`src/rtl/score_engine.sv`:
```
// Rhythm-game scoring engine: internal combo tracking, combo-tiered multiplier,
// and a two-stage saturating score pipeline gated by the top-level game state.
module score_engine #(
   parameter int unsigned LANES       = 2,
   parameter int unsigned SCORE_W     = 16,
   parameter int unsigned COMBO_W     = 8,
   parameter int unsigned MULT_W      = 5,
   parameter int unsigned COMBO_STEP  = 16,
   parameter int unsigned MAX_MULT    = 17,
   parameter int unsigned PERFECT_PTS = 4,
   parameter int unsigned GOOD_PTS    = 2
) (
   input  logic               clk,
   input  logic               rst,
   input  logic [1:0]         current_state,
   input  logic [LANES-1:0]   hit,
   input  logic [LANES-1:0]   perfect,
   input  logic [LANES-1:0]   miss,
   output logic [SCORE_W-1:0] score,
   output logic [COMBO_W-1:0] combo,
   output logic [COMBO_W-1:0] max_combo,
   output logic [MULT_W-1:0]  multiplier,
   output logic               score_upd,
   output logic               saturated
);

   localparam logic [1:0] ST_IDLE        = 2'd0;
   localparam logic [1:0] ST_SONG_SELECT = 2'd1;
   localparam logic [1:0] ST_GAME_PLAY   = 2'd2;

   localparam int unsigned MAX_PTS = (PERFECT_PTS > GOOD_PTS) ? PERFECT_PTS : GOOD_PTS;
   localparam int unsigned BASE_W  = $clog2(LANES * MAX_PTS + 1);
   localparam int unsigned CNT_W   = $clog2(LANES + 1);
   localparam int unsigned PROD_W  = BASE_W + MULT_W;
   localparam int unsigned SUM_W   = ((SCORE_W > PROD_W) ? SCORE_W : PROD_W) + 1;
   localparam logic [SCORE_W-1:0] SCORE_MAX = '1;

   logic [LANES-1:0]   eff_hit_c;
   logic [BASE_W-1:0]  base_c;
   logic [CNT_W-1:0]   cnt_c;
   logic [COMBO_W:0]   combo_sum_c;
   logic [COMBO_W-1:0] combo_nxt_c;

   logic               s1_valid;
   logic [BASE_W-1:0]  s1_base;
   logic [MULT_W-1:0]  s1_mult;

   logic [PROD_W-1:0]  product_c;
   logic [SUM_W-1:0]   sum_c;
   logic               clamp_c;
   logic [SCORE_W-1:0] score_nxt_c;

   // Tier multiplier: 1 with no combo, then one step per COMBO_STEP hits, capped.
   function automatic logic [MULT_W-1:0] mult_of(input logic [COMBO_W-1:0] c);
      int unsigned tier;
      if (c == '0) begin
         tier = 1;
      end else begin
         tier = 2 + (32'(c) - 1) / COMBO_STEP;
         if (tier > MAX_MULT) tier = MAX_MULT;
      end
      return MULT_W'(tier);
   endfunction

   // A lane showing both hit and miss is judged a miss.
   always_comb begin
      eff_hit_c = hit & ~miss;
      base_c    = '0;
      cnt_c     = '0;
      for (int i = 0; i < LANES; i++) begin
         if (eff_hit_c[i]) begin
            base_c = base_c + (perfect[i] ? BASE_W'(PERFECT_PTS) : BASE_W'(GOOD_PTS));
            cnt_c  = cnt_c + CNT_W'(1);
         end
      end
      combo_sum_c = (COMBO_W+1)'(combo) + (COMBO_W+1)'(cnt_c);
      if (|miss)
         combo_nxt_c = '0;
      else if (combo_sum_c[COMBO_W])
         combo_nxt_c = '1;
      else
         combo_nxt_c = combo_sum_c[COMBO_W-1:0];
   end

   // Stage-2 arithmetic is wide enough that the sum never wraps before clamping.
   always_comb begin
      product_c   = PROD_W'(s1_base) * PROD_W'(s1_mult);
      sum_c       = SUM_W'(score) + SUM_W'(product_c);
      clamp_c     = sum_c > SUM_W'(SCORE_MAX);
      score_nxt_c = clamp_c ? SCORE_MAX : sum_c[SCORE_W-1:0];
   end

   // Stage 1: judgement capture and combo tracking.
   always_ff @(posedge clk or negedge rst) begin
      if (!rst) begin
         s1_valid   <= 1'b0;
         s1_base    <= '0;
         s1_mult    <= '0;
         combo      <= '0;
         max_combo  <= '0;
         multiplier <= MULT_W'(1);
      end else begin
         case (current_state)
            ST_SONG_SELECT: begin
               s1_valid   <= 1'b0;
               s1_base    <= '0;
               s1_mult    <= '0;
               combo      <= '0;
               max_combo  <= '0;
               multiplier <= MULT_W'(1);
            end
            ST_GAME_PLAY: begin
               s1_valid   <= 1'b1;
               s1_base    <= base_c;
               s1_mult    <= multiplier;
               combo      <= combo_nxt_c;
               max_combo  <= (combo_nxt_c > max_combo) ? combo_nxt_c : max_combo;
               multiplier <= mult_of(combo_nxt_c);
            end
            default: s1_valid <= 1'b0;
         endcase
      end
   end

   // Stage 2: score commit; in-flight points survive any state but SONG_SELECT.
   always_ff @(posedge clk or negedge rst) begin
      if (!rst) begin
         score     <= '0;
         score_upd <= 1'b0;
         saturated <= 1'b0;
      end else if (current_state == ST_SONG_SELECT) begin
         score     <= '0;
         score_upd <= 1'b0;
         saturated <= 1'b0;
      end else if (s1_valid) begin
         score     <= score_nxt_c;
         score_upd <= product_c != '0;
         if (clamp_c) saturated <= 1'b1;
      end else begin
         score_upd <= 1'b0;
      end
   end

   logic unused_c;
   assign unused_c = (current_state == ST_IDLE);

endmodule

```
`config.mk`:
```
export PLATFORM = sky130hd
export DESIGN_NAME = score_engine
export DESIGN_NICKNAME = d
export VERILOG_FILES = /design/src/rtl/score_engine.sv
export SDC_FILE = /design/constraint.sdc
export NUM_CORES = 1
export LEC_CHECK = 0
export CORE_ASPECT_RATIO = 0.8
export CORE_UTILIZATION = 32
export DETAILED_ROUTE_END_ITERATION = 7
export PLACE_DENSITY = 0.48
export SLEW_MARGIN = 15
export SYNTH_ARGS = -nofsm -noshare
export SYNTH_HDL_FRONTEND = slang
export SYNTH_SLANG_ARGS = --single-unit
```
`constraint.sdc`:
```
create_clock -name clk -period 6.6 [get_ports clk]
set_clock_uncertainty 0.2 [all_clocks]
set_input_delay 0.66 -clock clk [delete_from_list [all_inputs] [get_ports clk]]
set_output_delay 0.66 -clock clk [all_outputs]
set_load 0.02 [all_outputs]
```
==> reports/results.tsv <==
metric	value	unit
depth of the worst register-to-register path	16	
number of ports placed on the die boundary	49	
total count of max-transition violations in the final report	0	
number of gates given a new drive strength after cts	0	
mean post-synth cell area	9.27	um2
number of buffers created by CTS	5	
count of synthesis-stage warnings from yosys	0	
post-synthesis net count	442	
Critical Setup Path Class	primary input to flop	
Final ANT Viol Nets	0	
PD cells	157	nW/um2
endpoint arrival time on the critical path	5.30	ns
initial detailed-routing violation count	137	
achievable frequency	0.188	GHz
CTS H-tree lvls	2	
clk slew on worst S/H paths	0.07	ns
number of global-route vias before repair	2832	
Floorplan Core Area	10800	um2
crit start category	primary input	
DIE WIDTH	120	um
wirelength, routed	8.93	mm
library cell with the largest summed area after synthesis	sky130_fd_sc_hd__dfrtp_1	
post-detailed-route DRC marker count	0	
WL per Instance	15.5	um
root buffer cell	sky130_fd_sc_hd__clkbuf_16	
clock latency on the worst-skew pair	0.29	ns
worst reg2reg startpoint	s1_base[3]$_DFFE_PN0P_	
max_cap viols	0	
Placed Instances	569	
setup repair after global routing missed its margin	no	
largest voltage drop on the vdd net	0.0000936	V
capturing element type of the critical path	flop	
Port Buffer Count	48	
non-filler instance count after layout	577	
CTS tree	built	
gr ovfl total	0	
final critical-path required period	5.31	ns
first-pass GRT wire length	14.7	mm
Initial Util	32.9	%
Clock Sinks	48	
worst min path class	primary input to async pin	
placed wire-length estimate	6.64	mm
cell types occupying the most area after synthesis	sky130_fd_sc_hd__dfrtp_1 33%, sky130_fd_sc_hd__ha_1 14%, sky130_fd_sc_hd__nand2_1 4.7%, sky130_fd_sc_hd__inv_1 4.4%, sky130_fd_sc_hd__fa_1 3.9%	
capturing point of the worst reg2reg path	score[12]$_DFFE_PN0P_	
required time of the critical path	6.59	ns
initial antenna violation count	0	
r2r setup slk	1.91	ns
pin count of the biggest net entering global routing	49	
total of flip-flops plus latches after synthesis	48	
worst rel slew slack	34.1	%
synthesized netlist cell count	385	
First-pass DRT Iterations	4	
register area share after synthesis	33.7	%
ratio of routed vias to standard cells	5.14	
weighted congestion at the end of routability-driven global placement	0.806	
total leakage power	1.93	nW
share of final-layout standard cells stronger than drive strength 1	6.00	%
Setup-failing EPs final	0	
Cell Area, Synth	3570	um2
share of synthesized flip-flops with an asynchronous set or reset	100	%
area growth from synthesis to final layout	21.8	%
transition time at the pin with the least slew margin	0.985	ns
final antenna diode count	0	
overall die height	96.5	um
maximum fanout along the worst path	6	
Tot Pwr	0.683	mW
Clock Tree Buf Depth	2	
number of enable-type register cells in the synthesized netlist	0	
area share of the largest cell type after synthesis	33.0	%
predominant post-synthesis flop cell	sky130_fd_sc_hd__dfrtp_1	
combined global-route utilization of all metal layers	16.4	%
Setup Total Neg Slack	0	ns
Final Net Count	489	
number of cell rows	34	
cts hold-fix bufs	0	
post-CTS setup buffer count	0	
number of vias after detailed routing	2968	
fin crit share	80.4	%
hold violation count in the final report	0	
synth unique cells	61	
area of the die	11600	um2
result of the run	finished clean	
==> placed cells by master, fill, tap and decap left out, drive strengths merged, types with 9 or more instances in the layout <==
cell type      Yosys  final
dfrtp             47     47
inv               43     43
nand2             47     47
a31oi             10     10
o21ai             18     18
clkdlybuf4s50      0     47
nor2              23     23
a21oi             13     13
a311oi             9      9
ha                40     40
==> kinds of logic (layout without fill, tap and decap cells) <==
| group | Yosys count | in the layout | synth area share, % |
|---|---|---|---|
| multiplexers | 10 | 10 | 2.91 |
| buffers and inverters | 55 | 103 | 6.07 |
| XOR/XNOR | 13 | 13 | 3.19 |
| adder cells (fa/ha/maj) | 47 | 47 | 18.0 |
| AO/OA/AOI/OAI | 95 | 95 | 19.8 |
| flip-flops | 48 | 48 | 33.7 |
| AND/OR/NAND/NOR | 117 | 117 | 16.4 |
==> worst max path at each step <==
stage / endpoint / startpoint / cells past startpoint
after global routing: multiplier[2]$_DFFE_PN0P_ / miss[1] / 18
after global placement: multiplier[1]$_DFFE_PN0P_ / miss[1] / 18
after detailed placement: multiplier[2]$_DFFE_PN0P_ / miss[1] / 18
after floorplan: multiplier[2]$_DFFE_PN0P_ / miss[1] / 18
final: multiplier[2]$_DFFE_PN0P_ / miss[1] / 18
after CTS: multiplier[2]$_DFFE_PN0P_ / miss[1] / 18
==> metrics by stage <==
| step | setup WS [ns] | hold WS [ns] | instance area [um2] | util, % |
|---|---|---|---|---|
| after floorplan | 1.96 | 0.164 | 3570 | - |
| after global placement | 1.15 | 0.280 | 4200 | 38.7 |
| after detailed placement | 1.02 | 0.275 | 4200 | 38.7 |
| after CTS | 1.32 | 0.290 | 4350 | 40.1 |
| after global routing | 1.01 | 0.307 | 4350 | 40.1 |
| final | 1.29 | 0.273 | 4350 | 40.1 |
==> synthesized netlist by cell type (all sizes together) (2+ instances only) <==
cell type and number:
dfrtp 47, nand2 47, inv 43, ha 40
nor2 23, o21ai 18, a21oi 13, a31oi 10
a311oi 9, clkbuf 9, and2 8, nand3 8
xnor2 8, a22o 7, fa 7, mux2i 7
a21o 6, a211oi 5, xor2 5, a32o 4
nor2b 4, and3 3, and4 3, mux2 3
nand2b 3, o211ai 3, o21a 3, o2bb2ai 3
o31ai 3, or3 3, or4 3, a21boi 2
buf 2, nand4 2, nor3 2
==> final cells by class <==
type                    instances  area, um2
fillers                      1088       6500
repair buffers                 51        498
flip-flops and latches         48       1200
inverters                      44        170
clock buffers                   8        146
multi-input cells             282       2150
well taps                     144        180
==> sequential cells by signal (all words and copies together), names as in the netlist <==
register and flops:
s1_valid 1, s1_mult 5, score_upd 1, max_combo 8
s1_base 3, score 16, saturated 1, multiplier 5
combo 8
==> critical path: stages <==
cell	delay [ns]
sky130_fd_sc_hd__clkdlybuf4s50_1	0.48
sky130_fd_sc_hd__nand2b_1	0.21
sky130_fd_sc_hd__inv_1	0.07
sky130_fd_sc_hd__ha_1	0.27
sky130_fd_sc_hd__ha_1	0.21
sky130_fd_sc_hd__inv_1	0.07
sky130_fd_sc_hd__fa_1	0.45
sky130_fd_sc_hd__xor2_1	0.23
sky130_fd_sc_hd__nand2_1	0.07
sky130_fd_sc_hd__or4_1	0.55
sky130_fd_sc_hd__a211oi_4	0.40
sky130_fd_sc_hd__nand2_2	0.15
sky130_fd_sc_hd__ha_1	0.21
sky130_fd_sc_hd__or4_1	0.52
sky130_fd_sc_hd__nor2_1	0.14
sky130_fd_sc_hd__nand2_1	0.09
sky130_fd_sc_hd__a221o_1	0.33
sky130_fd_sc_hd__o31ai_1	0.20
==> where the power goes <==
part / switching, mW / total, mW / leakage (nW) / internal [mW]
registers: 0.0104 / 0.313 / 0.654 / 0.303
logic: 0.0607 / 0.103 / 1.20 / 0.0422
clock network: 0.115 / 0.267 / 0.0712 / 0.152
total: 0.186 / 0.683 / 1.93 / 0.497
==> metal layers <==
layer  up-vias  track usage [%]  routed length (um)
met2        62             25.0                3920
met5         -                0                   0
met4         0             3.75                  78
met1      1430             23.7                4540
li1       1469                -                   -
met3         7             3.17                 396
Note: power is estimated with default switching activity, not from simulation.
